## src/rtl/att_serial_driver.sv

```systemverilog
// att_serial_driver: accepts words from the upstream SPI register-write slave
// through the wr/wtreq handshake. It buffers them in a small FIFO and shifts
// each word MSB-first into a serial-load device. After the last bit it pulses
// a latch-enable.
module att_serial_driver #(
  parameter int Nbit  = 8,
  parameter int DEPTH = 4,
  parameter int DIV   = 2,
  parameter int LE_W  = 2
) (
  input  logic            clk,
  input  logic            rst,
  input  logic [Nbit-1:0] din,
  input  logic            wr,
  output logic            wtreq,
  input  logic            clr_ovf,
  output logic            att_clk,
  output logic            att_data,
  output logic            att_le,
  output logic            busy,
  output logic            overflow
);

  localparam int PW   = $clog2(DEPTH);
  localparam int CNTW = $clog2(DEPTH + 1);
  localparam int MAXP = (DIV > LE_W) ? DIV : LE_W;
  localparam int CW   = $clog2(MAXP + 1);
  localparam int BW   = (Nbit > 1) ? $clog2(Nbit) : 1;

  typedef enum logic {
    HS_READY = 1'b0,
    HS_ACK   = 1'b1
  } hs_t;

  typedef enum logic [2:0] {
    S_IDLE = 3'd0,
    S_LOAD = 3'd1,
    S_LOW  = 3'd2,
    S_HIGH = 3'd3,
    S_TAIL = 3'd4,
    S_LE   = 3'd5,
    S_GAP  = 3'd6
  } st_t;

  hs_t             hs_r;
  logic            wtreq_r;
  logic [Nbit-1:0] mem_r [DEPTH];
  logic [PW-1:0]   wr_ptr_r;
  logic [PW-1:0]   rd_ptr_r;
  logic [CNTW-1:0] count_r;
  logic            ovf_r;
  logic            busy_r;
  st_t             state_r;
  logic [CW-1:0]   div_cnt_r;
  logic [BW-1:0]   bit_cnt_r;
  logic [Nbit-1:0] shift_r;
  logic            att_clk_r;
  logic            att_data_r;
  logic            att_le_r;

  logic            pop_s;
  logic            push_s;
  logic            drop_s;
  logic            full_s;
  logic [CNTW-1:0] count_nxt_s;
  logic            fsm_idle_nxt_s;

  assign wtreq    = wtreq_r;
  assign overflow = ovf_r;
  assign busy     = busy_r;
  assign att_clk  = att_clk_r;
  assign att_data = att_data_r;
  assign att_le   = att_le_r;

  // FIFO push/pop/drop decisions, next count and whether the FSM rests in IDLE next cycle
  always_comb begin
    pop_s  = (state_r == S_LOAD);
    full_s = (count_r == CNTW'(DEPTH));
    push_s = 1'b0;
    drop_s = 1'b0;
    if ((hs_r == HS_READY) && wr) begin
      // a full FIFO still takes the word when the head leaves in the same cycle
      if (!full_s || pop_s) begin
        push_s = 1'b1;
      end else begin
        drop_s = 1'b1;
      end
    end else begin
      push_s = 1'b0;
      drop_s = 1'b0;
    end
    case ({push_s, pop_s})
      2'b10:   count_nxt_s = count_r + CNTW'(1);
      2'b01:   count_nxt_s = count_r - CNTW'(1);
      default: count_nxt_s = count_r;
    endcase
    if (state_r == S_IDLE) begin
      fsm_idle_nxt_s = (count_r == CNTW'(0));
    end else if ((state_r == S_GAP) && (div_cnt_r == CW'(0))) begin
      fsm_idle_nxt_s = (count_r == CNTW'(0));
    end else begin
      fsm_idle_nxt_s = 1'b0;
    end
  end

  // Upstream handshake: one capture per wr assertion, wtreq low until wr is released
  always_ff @(posedge clk) begin
    if (rst) begin
      hs_r    <= HS_READY;
      wtreq_r <= 1'b1;
    end else begin
      case (hs_r)
        HS_READY: begin
          if (wr) begin
            hs_r    <= HS_ACK;
            wtreq_r <= 1'b0;
          end else begin
            hs_r    <= HS_READY;
            wtreq_r <= 1'b1;
          end
        end
        HS_ACK: begin
          if (!wr) begin
            hs_r    <= HS_READY;
            wtreq_r <= 1'b1;
          end else begin
            hs_r    <= HS_ACK;
            wtreq_r <= 1'b0;
          end
        end
        default: begin
          hs_r    <= HS_READY;
          wtreq_r <= 1'b1;
        end
      endcase
    end
  end

  // FIFO storage; contents need no reset because pointers and count gate every read
  always_ff @(posedge clk) begin
    if (push_s) begin
      mem_r[wr_ptr_r] <= din;
    end
  end

  // FIFO pointers and occupancy; power-of-two depth lets the pointers wrap naturally
  always_ff @(posedge clk) begin
    if (rst) begin
      wr_ptr_r <= PW'(0);
      rd_ptr_r <= PW'(0);
      count_r  <= CNTW'(0);
    end else begin
      if (push_s) begin
        wr_ptr_r <= wr_ptr_r + PW'(1);
      end
      if (pop_s) begin
        rd_ptr_r <= rd_ptr_r + PW'(1);
      end
      count_r <= count_nxt_s;
    end
  end

  // Sticky overflow flag; a new drop outranks a simultaneous clear
  always_ff @(posedge clk) begin
    if (rst) begin
      ovf_r <= 1'b0;
    end else if (drop_s) begin
      ovf_r <= 1'b1;
    end else if (clr_ovf) begin
      ovf_r <= 1'b0;
    end else begin
      ovf_r <= ovf_r;
    end
  end

  // Busy reflects FIFO occupancy and FSM activity as they will be after this edge
  always_ff @(posedge clk) begin
    if (rst) begin
      busy_r <= 1'b0;
    end else begin
      busy_r <= (count_nxt_s != CNTW'(0)) || !fsm_idle_nxt_s;
    end
  end

  // Serial shifter: LOAD, then LOW/HIGH per bit, TAIL, LE pulse and GAP, with registered pins
  always_ff @(posedge clk) begin
    if (rst) begin
      state_r    <= S_IDLE;
      div_cnt_r  <= CW'(0);
      bit_cnt_r  <= BW'(0);
      shift_r    <= {Nbit{1'b0}};
      att_clk_r  <= 1'b0;
      att_data_r <= 1'b0;
      att_le_r   <= 1'b0;
    end else begin
      case (state_r)
        S_IDLE: begin
          if (count_r != CNTW'(0)) begin
            state_r <= S_LOAD;
          end else begin
            state_r <= S_IDLE;
          end
        end
        S_LOAD: begin
          shift_r    <= mem_r[rd_ptr_r];
          att_data_r <= mem_r[rd_ptr_r][Nbit-1];
          bit_cnt_r  <= BW'(Nbit - 1);
          div_cnt_r  <= CW'(DIV - 1);
          state_r    <= S_LOW;
        end
        S_LOW: begin
          if (div_cnt_r == CW'(0)) begin
            att_clk_r <= 1'b1;
            div_cnt_r <= CW'(DIV - 1);
            state_r   <= S_HIGH;
          end else begin
            div_cnt_r <= div_cnt_r - CW'(1);
          end
        end
        S_HIGH: begin
          if (div_cnt_r == CW'(0)) begin
            att_clk_r <= 1'b0;
            div_cnt_r <= CW'(DIV - 1);
            if (bit_cnt_r != BW'(0)) begin
              // next bit is presented while att_clk is low
              shift_r    <= shift_r << 1;
              att_data_r <= shift_r[Nbit-2];
              bit_cnt_r  <= bit_cnt_r - BW'(1);
              state_r    <= S_LOW;
            end else begin
              state_r <= S_TAIL;
            end
          end else begin
            div_cnt_r <= div_cnt_r - CW'(1);
          end
        end
        S_TAIL: begin
          if (div_cnt_r == CW'(0)) begin
            att_le_r  <= 1'b1;
            div_cnt_r <= CW'(LE_W - 1);
            state_r   <= S_LE;
          end else begin
            div_cnt_r <= div_cnt_r - CW'(1);
          end
        end
        S_LE: begin
          if (div_cnt_r == CW'(0)) begin
            att_le_r   <= 1'b0;
            att_data_r <= 1'b0;
            div_cnt_r  <= CW'(DIV - 1);
            state_r    <= S_GAP;
          end else begin
            div_cnt_r <= div_cnt_r - CW'(1);
          end
        end
        S_GAP: begin
          if (div_cnt_r == CW'(0)) begin
            // back-to-back words skip IDLE
            if (count_r != CNTW'(0)) begin
              state_r <= S_LOAD;
            end else begin
              state_r <= S_IDLE;
            end
          end else begin
            div_cnt_r <= div_cnt_r - CW'(1);
          end
        end
        default: begin
          state_r    <= S_IDLE;
          att_clk_r  <= 1'b0;
          att_data_r <= 1'b0;
          att_le_r   <= 1'b0;
        end
      endcase
    end
  end

endmodule
```

## config.mk

```make
export PLATFORM = sky130hd
export DESIGN_NAME = att_serial_driver
export DESIGN_NICKNAME = d
export VERILOG_FILES = /design/src/rtl/att_serial_driver.sv
export SDC_FILE = /design/constraint.sdc
export NUM_CORES = 1
export LEC_CHECK = 0
export CAP_MARGIN = 30
export CORE_ASPECT_RATIO = 0.8
export CORE_MARGIN = 1
export CORE_UTILIZATION = 53
export CTS_CLUSTER_DIAMETER = 80
export CTS_CLUSTER_SIZE = 20
export DETAILED_ROUTE_END_ITERATION = 10
export PLACE_DENSITY = 0.75
export SYNTH_ARGS = -nofsm -noshare
export SYNTH_HDL_FRONTEND = slang
export SYNTH_SLANG_ARGS = --single-unit
```

## constraint.sdc

```tcl
create_clock -name clk -period 2.03 [get_ports clk]
set_input_delay 0.3045 -clock clk [delete_from_list [all_inputs] [get_ports clk]]
set_output_delay 0.3045 -clock clk [all_outputs]
set_load 0.02 [all_outputs]
```

## After elaboration in Yosys (flattened, before gate mapping)

Memories as Yosys holds them, arrays and structs flattened. A register that Yosys moved wholly into a read port is not among the register bits.
Cells that the tools add are included.

- Flip-flop bits (word level): 29
- Word-level logic and storage cells: 105
- Memories kept: 1
- RAM bits: 32

- Reduce and logical (&&, ||, !) cells: 25
- Bitwise operators: 4
- Add/sub/neg operators: 6
- Muxes and demuxes: 39
- Equal/unequal tests: 16

Memories:

| memory | words | bits a word | rd ports | clocked after memory_dff | wr ports | RTL line | RTL |
|---|---|---|---|---|---|---|---|
| mem_r | 4 | 8 | 1 | 1 | 1 | 47 | `logic [Nbit-1:0] mem_r [DEPTH];` |

Operators by type and width:

| cell | number |
|---|---|
| 2-to-1 mux 3 bit | 8 |
| case mux 3 bit (7 select lines) | 1 |
| 2-to-1 mux 1 bit | 17 |
| 2-to-1 mux 7 bit | 2 |
| case mux 7 bit (2 select lines) | 1 |
| equality test 3 bit, second input constant | 4 |
| inequality test 2 bit, second input constant | 6 |
| case mux 3 bit (2 select lines) | 2 |
| nonzero test 3 bit | 4 |
| OR reduction 5 bit | 2 |
| AND reduction 3 bit | 3 |
| 2-to-1 mux 2 bit | 4 |
| OR reduction 4 bit | 2 |
| equality test 3 x 2 -> 1 bit, second input constant | 2 |
| zero test 3 bit | 2 |
| case mux 1 bit (3 select lines) | 2 |
| case mux 2 bit (3 select lines) | 1 |
| subtractor 3 x 1 -> 3 bit, second input constant | 2 |
| AND reduction 5 bit | 1 |
| adder 2 x 1 -> 2 bit, second input constant | 2 |
| NOT 1 bit | 4 |
| case mux 1 bit (4 select lines) | 1 |
| AND reduction 4 bit | 1 |
| nonzero test 2 bit | 2 |
| 11 further kinds | 14 |

## Longest topological paths before layout

Gate-level depths: netlist of run 1.

- Depth after elaboration: 9
- Gate-level depth with buffers: 9
- Depth with buffers taken out: 7

## Worst setup path before layout of run 1

No wires, ideal clock.

- Kind: register to register
- Start point: reg state_r[0]
- End point: reg busy_r (netlist: busy)
- Period minus slack after synthesis: 1987 ps
- Setup slack: 43 ps
- Setup time: 75 ps
- Path buffers: 1
- Data arrival time: 1913 ps
- Cell stages (with the launch flop): 9
- Path through: dfxtp_1 > buf_4 > nor3b_4 > nand2_1 > fa_1 > mux2_2 > o221ai_1 > nor2_1 > o22ai_1

- Longest elaborated chain between the ends: 8
- Elaborated cells on any way between the ends: 15

RTL lines:

| element | RTL line | RTL |
|---|---|---|
| start, declared | 53 | `st_t state_r;` |
| start signal, assigned | 188 | `state_r <= S_IDLE;` |
| start signal, assigned | 199 | `state_r <= S_LOAD;` |
| start signal, assigned | 201 | `state_r <= S_IDLE;` |
| equality test 3 x 1 -> 1 bit | 77 | `pop_s = (state_r == S_LOAD);` |
| logical OR 1 bit | 83 | `if (!full_s \|\| pop_s) begin` |
| 2-to-1 mux 1 bit | 83 |  |
| 2-to-1 mux 1 bit | 81 | `if ((hs_r == HS_READY) && wr) begin` |
| equality test 2 x 1 -> 1 bit or equality test 2 bit (tied branches) | 92 | `case ({push_s, pop_s})` |
| case mux 3 bit (2 select lines) | 92 |  |
| nonzero test 3 bit | 181 | `busy_r <= (count_nxt_s != CNTW'(0)) \|\| !fsm_idle_nxt_s;` |
| logical OR 1 bit (*) | 181 |  |
| end signal, assigned | 181 |  |
| end, declared | 52 | `logic busy_r;` |

Mark *: on every way between the ends. The rest lies on a longest branch, timed or not.
A chain may end at the register's enable or synchronous reset.

## Worst setup path in the final report of run 1

Same ends and word-level chain as after synthesis.

==> results of run 1 <==
## Yosys cell counts (7+ instances only)
master    count  area share
a21oi_1      11       0.019
a311oi_1      8       0.024
and2_1        7       0.015
buf_2         7       0.012
dfxtp_1      31        0.22
edfxtp_1     32        0.34
ha_1          8       0.035
inv_1        11       0.014
mux4_2        8       0.063
nand2_1      24       0.031
nor2_1       29       0.038
nor2b_1       8       0.017
o21ai_0       7       0.012
## state kept, by name, summed over array words and instances (netlist names), named ones only
name / count
mem_r: 32
state_r: 3
bit_cnt_r: 3
overflow: 1
wtreq: 1
count_r: 3
att_le: 1
att_clk: 1
shift_r: 7
div_cnt_r: 2
busy: 1
rd_ptr_r: 2
wr_ptr_r: 2
hs_r: 1
att_data: 1
## timing repair
action	CTS	global route
buffers inserted	0	2
gates resized for setup	0	6
endpoints found under the setup margin	0	2
## worst min path at each step
stage	start	endpoint	slack (ps)	depth (start not counted)
6_report	wr	hs_r	300	2
5_1_grt	wr	hs_r	290	2
4_1_cts	shift_r[0]	shift_r[1]	480	2
3_5_place_dp	shift_r[0]	shift_r[1]	470	2
3_3_place_gp	shift_r[0]	shift_r[0]	460	2
2_1_floorplan	rst	hs_r	390	1
## routing by layer
metal,part of all wire,GRT usage,up-vias
met1,0.45,0.266,981
li1,-,-,975
met3,0.063,0.0697,7
met2,0.47,0.313,45
met5,0,0,-
met4,0.011,0.106,0
## cell families after synthesis
logic type                 after synthesis
xor gates and xnor gates                 5
and+or+nand+nor                         91
AOI/OAI and AO/OA                       46
DFF                                     63
buffers and inverters                   29
adders and majority gates                9
muxes                                   10
## critical path, cell delays in order (launching register included)
cell	delay, ps
dfxtp_2	370
nor3b_4	240
nand2_2	100
fa_1	480
mux2_4	290
o221ai_2	150
nor2_1	60
o22ai_1	160
## cell type report
class	instances	area share
inverters	11	0.0119
repair buffers	40	0.114
clock inverters	7	0.0232
multi-input cells	161	0.334
clock buffers	9	0.0358
flip-flops and latches	63	0.458
well taps	62	0.0224
## stage by stage
step                 util  worst slack [ps]  hold slack (ps)  instance area, µm²  power, mW
global placement    0.632              -256              460                3220       3.22
CTS                 0.672              19.5              478                3420       4.40
global route        0.679              17.0              291                3460       4.74
floorplan               -              42.6              388                2860       2.84
detailed placement  0.632              -333              468                3220       3.29
finish              0.679               115              298                3460       4.45
## where the power goes
part           switching, mW  total (mW)  internal [mW]
logic                  0.828        1.62          0.791
clock network          0.534        1.11          0.578
registers              0.156        1.72           1.57
==> metrics list, run 1 <==
* Buffers from clock root to sink, at most: 2
- Setup slack on the worst flop-to-flop path: 120 ps
- Number of hold-repair buffers added at the cts stage: 0
* CTS H-tree lvls: 3
- Hold violation count in the final report: 0
* Worst reg2reg path startpoint: state_r[0]
- Required time at the worst-slack endpoint: 2300 ps
- The first global-routing pass estimated 8600 µm of wire.
- Leakage Power: 1.25 nW
* Buffer type at the clock tree root: clkbuf_8
- Tracing the worst setup path back leads to its startpoint at state_r[0].
- After the first detailed-routing iteration, the DRC count stood at 110.
- Measured along the x axis, the die boundary spans 84.2 µm.
* Detailed Routing Iterations Pass 1: 7
* Power per unit of standard cell area: 1290 nW/µm²
- The tightest min-delay check is of the in -> reg type.
- VDD sags by at most 0.560 mV.
- The die covers 5700 µm².
- Adding up every negative setup slack in the final design gives 0 ps.
- Destination of the critical timing path: busy
- Worst Path Arrival: 2190 ps
- Summing every instance area after synthesis gives 2860 µm².
- In this run, CTS created clock tree buffers numbering 9.
* Detail Route Antenna Nets: 0
- Of the total synthesized cell area, the portion taken by AND, OR, NAND and NOR gates is 0.161.
- Combinational family with the most area after synthesis: simple AND/OR/NAND/NOR gates
- Number of flops mapped to enable cells by yosys: 32
* Share of the clock period used by the worst path after layout: 0.943
- Post-synthesis mux area share: 0.0703
* Final worst path period need: 1910 ps
- During synthesis, Yosys emitted a total of 0 warnings.
- Placed cell count: 335
- Later-pin clock latency in the skew report: 350 ps
- Peak clock frequency supported by timing: 522 MHz
- Post-route clock skew: 6.09 ps
- Xor/xnor share of the synthesized area: 0.0153
* Input/output buffers: 17
* GPL Wtd Cong: 0.807
- The top cell types in the final layout, fill and taps aside, are 32 x edfxtp_1, 29 x nor2_1, 29 x dfxtp_1, 23 x nand2_1, 19 x buf_4.
* Layout Area Growth over Synthesis: 20.7%
* Flip-flop and latch count after synthesis: 63
- In this run the mean area of a mapped cell was 11.3 µm².
- The library cell used most frequently in the layout, excluding fill and tap cells, is edfxtp_1.
* End of the worst register-to-register path: busy
- Share of post-route cells with drive strength above 1: 0.192
* Fraction of synthesis flops using an asynchronous set or reset pin: 0
* Share of the synthesized area in compound gates (AO/OA/AOI/OAI): 0.110
- Violated checks: DRC
* Clock Sinks: 63
- The worst setup path is captured at a flip-flop.
* Vias in the first global route: 1848
- Max-slew violations: 0
- Worst slew margin relative to its limit: 0.731
- For this run, the total global-route usage over all layers was measured as 0.206.
* Clock input transition at the sequential cells of the worst setup and hold paths: 70 ps
* Cell Rows: 23
* DRC violation count after routing: 2
* Count of nets after finishing: 307
- Number of antenna diodes: 0
* Max Cap Violations: 0
* Total setup violations reported at the end of the flow: 0
- Detailed placement finished with a half-perimeter wire length of 3640 µm.
- Synthesis handed over a netlist of 253 instances.
- Vias after detailed routing: 2008
- Number of filler cells placed in the layout: 383
* Worst-case reg-to-reg path depth: 7
- Initial antenna violation count: 0
- Once layout is complete, the cells apart from fillers number 353.
- Area taken by flip-flops and latches: 1580 µm²
- Wires add up to 5340 µm.
- Crit Path Class: reg -> reg
- Setup repair after global routing left no endpoint under its margin.
- CTS tree: yes
- After detailed routing, the number of vias per cell comes to 5.69.
- STA classifies the critical path startpoint as a flip-flop.
* Share of synthesized cell area in full adder, half adder and majority cells: 0.0419
* Number of top-level design ports: 18
- At the pin with the least slew margin, the transition time is 403 ps.
* Result of the run: finished with violations
- The most used flip-flop cell after synthesis is edfxtp_1.
- GRT overflow: 0
* Initial Util: 0.562
* Mean routed wirelength per cell: 15.1 µm
* Multi-input logic area: 1150 µm²
- Vertical die dimension: 67.8 µm
* Maximum net fanout on the critical path: 5
- Core ar.: 5090 µm²
* Sequential cell area fraction in the yosys report: 0.552
* Net count of the mapped netlist: 274
- Entering global routing, the biggest net connects 31 pins.
- The netlist uses 48 different library cells.
Note: power is estimated with default switching activity, not from simulation.
==> run 2, diff against run 1 <==
Settings changed: CELL_PAD_IN_SITES_DETAIL_PLACEMENT set to 0, CELL_PAD_IN_SITES_GLOBAL_PLACEMENT set to 1, CORE_UTILIZATION 53 to 42, PLACE_DENSITY 0.75 to not set, PLACE_DENSITY_LB_ADDON set to 0.1.
==> run 2 against run 1 <==
  * The flow now finishes without violations
  * Sequential share of layout area up 0.30 points
  * First-iteration DRC count down 25%
  * Sequential power about the same
  * Non-clock buffer count down 3
  * Via count down 5.4%
  * Critical endpoint unchanged
  * Highest routed layer unchanged
==> metrics list, run 2 (same netlist as run 1, synthesis figures left out) <==
* Worst slew margin relative to its limit: 0.741 (+0.00968)
- The shortest clock period the worst path allows after layout came to 1940 ps (+22.7 ps).
- The worst setup path is captured at a flip-flop.
- The proportion of layout cells with a drive suffix above 1 was 0.167 (-0.0258).
* Pre-CTS setup slack: -288 ps (+44.7 ps)
* Met3 wire length: 201 µm (-40%)
- HP Class: reg -> reg
- Worst Setup Slack, final: 92.6 ps (-22.7 ps)
- The site row count came to 26 (+13%).
* Clock buffer count from CTS: 9 (unchanged)
* Worst hold path cell count: 2 (unchanged)
* Core ar.: 6470 µm² (+27%)
- Max Cap Violations: 0 (unchanged)
- The combined global-route utilization of all metal layers was 0.165 (-0.0409).
* Post-layout power: 4.28 mW (-3.8%)
- Post-Route M1 WL: 2840 µm (+17%)
- Later-pin clock latency in the skew report: 340 ps (about the same)
- RSZ-0062 raised after global routing: false
- The hold violation count in the final report is 0 (unchanged).
- The total non-filler cell area in the finished layout came to 3430 µm² (-0.72%).
- First-pass GRT wire length: 8490 µm (-1.2%)
- Leakage Power: 1.22 nW (-2.8%)
- The clock transition at the registers of the reported paths came to 70 ps (about the same).
- Final design utilization: 0.530 (-0.149)
- The number of detailed-routing iterations run before antenna repair came to 4 (-3).
- The deepest clock path buffer count came to 2 (unchanged).
- Startpoint type of the worst setup path: primary input
- In the layout the commonest cells are 32 x edfxtp_1, 30 x dfxtp_1, 29 x nor2_1, 23 x nand2_1, 17 x clkdlybuf4s50_1.
- The max-slew violation count came to 0 (unchanged).
- The number of flip-flops under the largest register name is 32 (unchanged).
* Worst Path Arrival: 2200 ps (about the same)
- Die outline area: 7160 µm² (+25%)
* Maximum net fanout on the critical path: 3 (-2)
- The number of design-rule violations left by the first detailed-router iteration was 83 (-25%).
* Number of top-level design ports: 18 (unchanged)
- Count of nets after finishing: 304 (-0.98%)
- Worst IR drop on VDD: 0.540 mV (-3.6%)
- Cell with the largest stage delay on the worst path: clkdlybuf4s50_1
- Walking the worst path, the cells encountered are clkdlybuf4s50_1 > or2b_1 > nand2_2 > fa_1 > mux2_2 > o221ai_2 > nor2_1 > o22ai_1.
- The initial standard-cell utilization of the core is 0.442 (-0.120).
- Buffers inserted during post-CTS setup optimization: 0 (unchanged)
- Vias in the first global route: 1746 (-5.5%)
- TritonCTS built the clock tree.
- Worst slack on hold paths: 479 ps (+181 ps)
* Total setup violations reported at the end of the flow: 0 (unchanged)
- The pin count of the biggest net entering global routing was 31 (unchanged).
* Placement Cell Area: 3240 µm² (+0.62%)
- Area taken by flip-flops and latches: 1580 µm² (about the same)
* Final wirelength: 5300 µm (-0.67%)
- Post-detailed-placement half-perimeter wirelength: 3640 µm (about the same)
- The routed length on met2 was 2180 µm (-14%).
- DRC violation count after routing: 0 (-2)
- Layout Area Growth over Synthesis: 19.8%
- Post-route clock skew: 6.32 ps (+0.224 ps)
- The placer's final routability congestion estimate is 0.780 (-3.3%).
- Result of the run: finished clean
- The worst reg-to-reg path cell count was 7 (unchanged).
- Horizontal die dimension: 94.3 µm (+12%)
* Number of hold-repair buffers added at the cts stage: 0 (unchanged)
- Number of antenna diodes: 0 (unchanged)
- Share of the clock period used by the worst path after layout: 0.954 (+0.0112)
- Required time at the worst-slack endpoint: 2300 ps (about the same)
- In the final layout, the registers with the most flip-flops are mem_r: 32 flops, shift_r: 7 flops.
- Signal routing reaches up to met4.
- The maximum level of the CTS H-tree was 3 (unchanged).
* Slowest stage delay, CP: 480 ps (about the same)
- The remaining antenna violation count after routing was 0 (unchanged).
- The die height was 75.9 µm (+12%).
- Sum Neg Setup Slack: 0 ps (unchanged)
- GRT overflow: 0 (unchanged)
- The count of clock tree sinks was 63 (unchanged).
- The post-route non-filler standard cell count came to 372 (+5.4%).
- Buffer type at the clock tree root: clkbuf_8
* Input/output buffers: 17 (unchanged)
* Peak clock frequency supported by timing: 516 MHz (-1.2%)
* Multi-input logic area: 1150 µm² (-0.33%)
- Register ranked first by flip-flop count: mem_r
- Power per unit of standard cell area: 1250 nW/µm² (-3.1%)
- Most common cell after layout, fill and taps aside: edfxtp_1
- The layout filler cell count came to 583 (+52%).
* Placed cell count: 356 (+6.3%)
- Mean routed wirelength per cell: 14.3 µm (-5.7%)
* Vias after detailed routing: 1899 (-5.4%)
* Initial antenna violation count: 0 (unchanged)
- Pin slew with the least headroom to its limit: 388 ps (-14.5 ps)
- Per-cell via count in the routed design: 5.10 (-10%)
- The worst setup path is of the in -> reg kind.
[run 2: critical path: cells and delay by family]
| kind | cells | cell delay [ps] |
|---|---|---|
| buf+inv | 1 | 480 |
| compound gates | 2 | 270 |
| fa+ha+maj | 1 | 440 |
| mux | 1 | 290 |
| simple gates | 3 | 420 |
[run 2: area by class of cell]
class	instances	share of cell area
inverter	11	0.0120
multi-input combinational	161	0.335
clock inverter	5	0.0146
timing repair buffer	37	0.108
tap	84	0.0306
clock buffer	11	0.0383
sequential	63	0.461
[run 2: repair_timing]
| item | 4_1_cts | 5_1_grt |
|---|---|---|
| endpoints found under the hold margin | 0 | 0 |
| resized for setup | 0 | 3 |
| setup endpoints to repair | 0 | 1 |
[run 2: layer usage]
metal | up-vias | GRT usage
li1 | 963 | -
met1 | 899 | 0.225
met2 | 29 | 0.240
met3 | 8 | 0.0569
met4 | 0 | 0.0718
met5 | - | 0
[run 2: final timing paths]
kind / startpoint / end / slack (ps)
min: shift_r[4] / shift_r[5] / 480
min reg2reg: shift_r[4] / shift_r[5] / 480
max reg2reg: state_r[2] / busy / 150
max: wr / busy / 90
[run 2: where the power goes]
group	internal [mW]	leakage [nW]	switching [mW]	total, mW
sequential	1.57	0.547	0.157	1.72
combinational	0.745	0.584	0.794	1.54
clock	0.557	0.0884	0.464	1.02
total	2.87	1.22	1.42	4.28
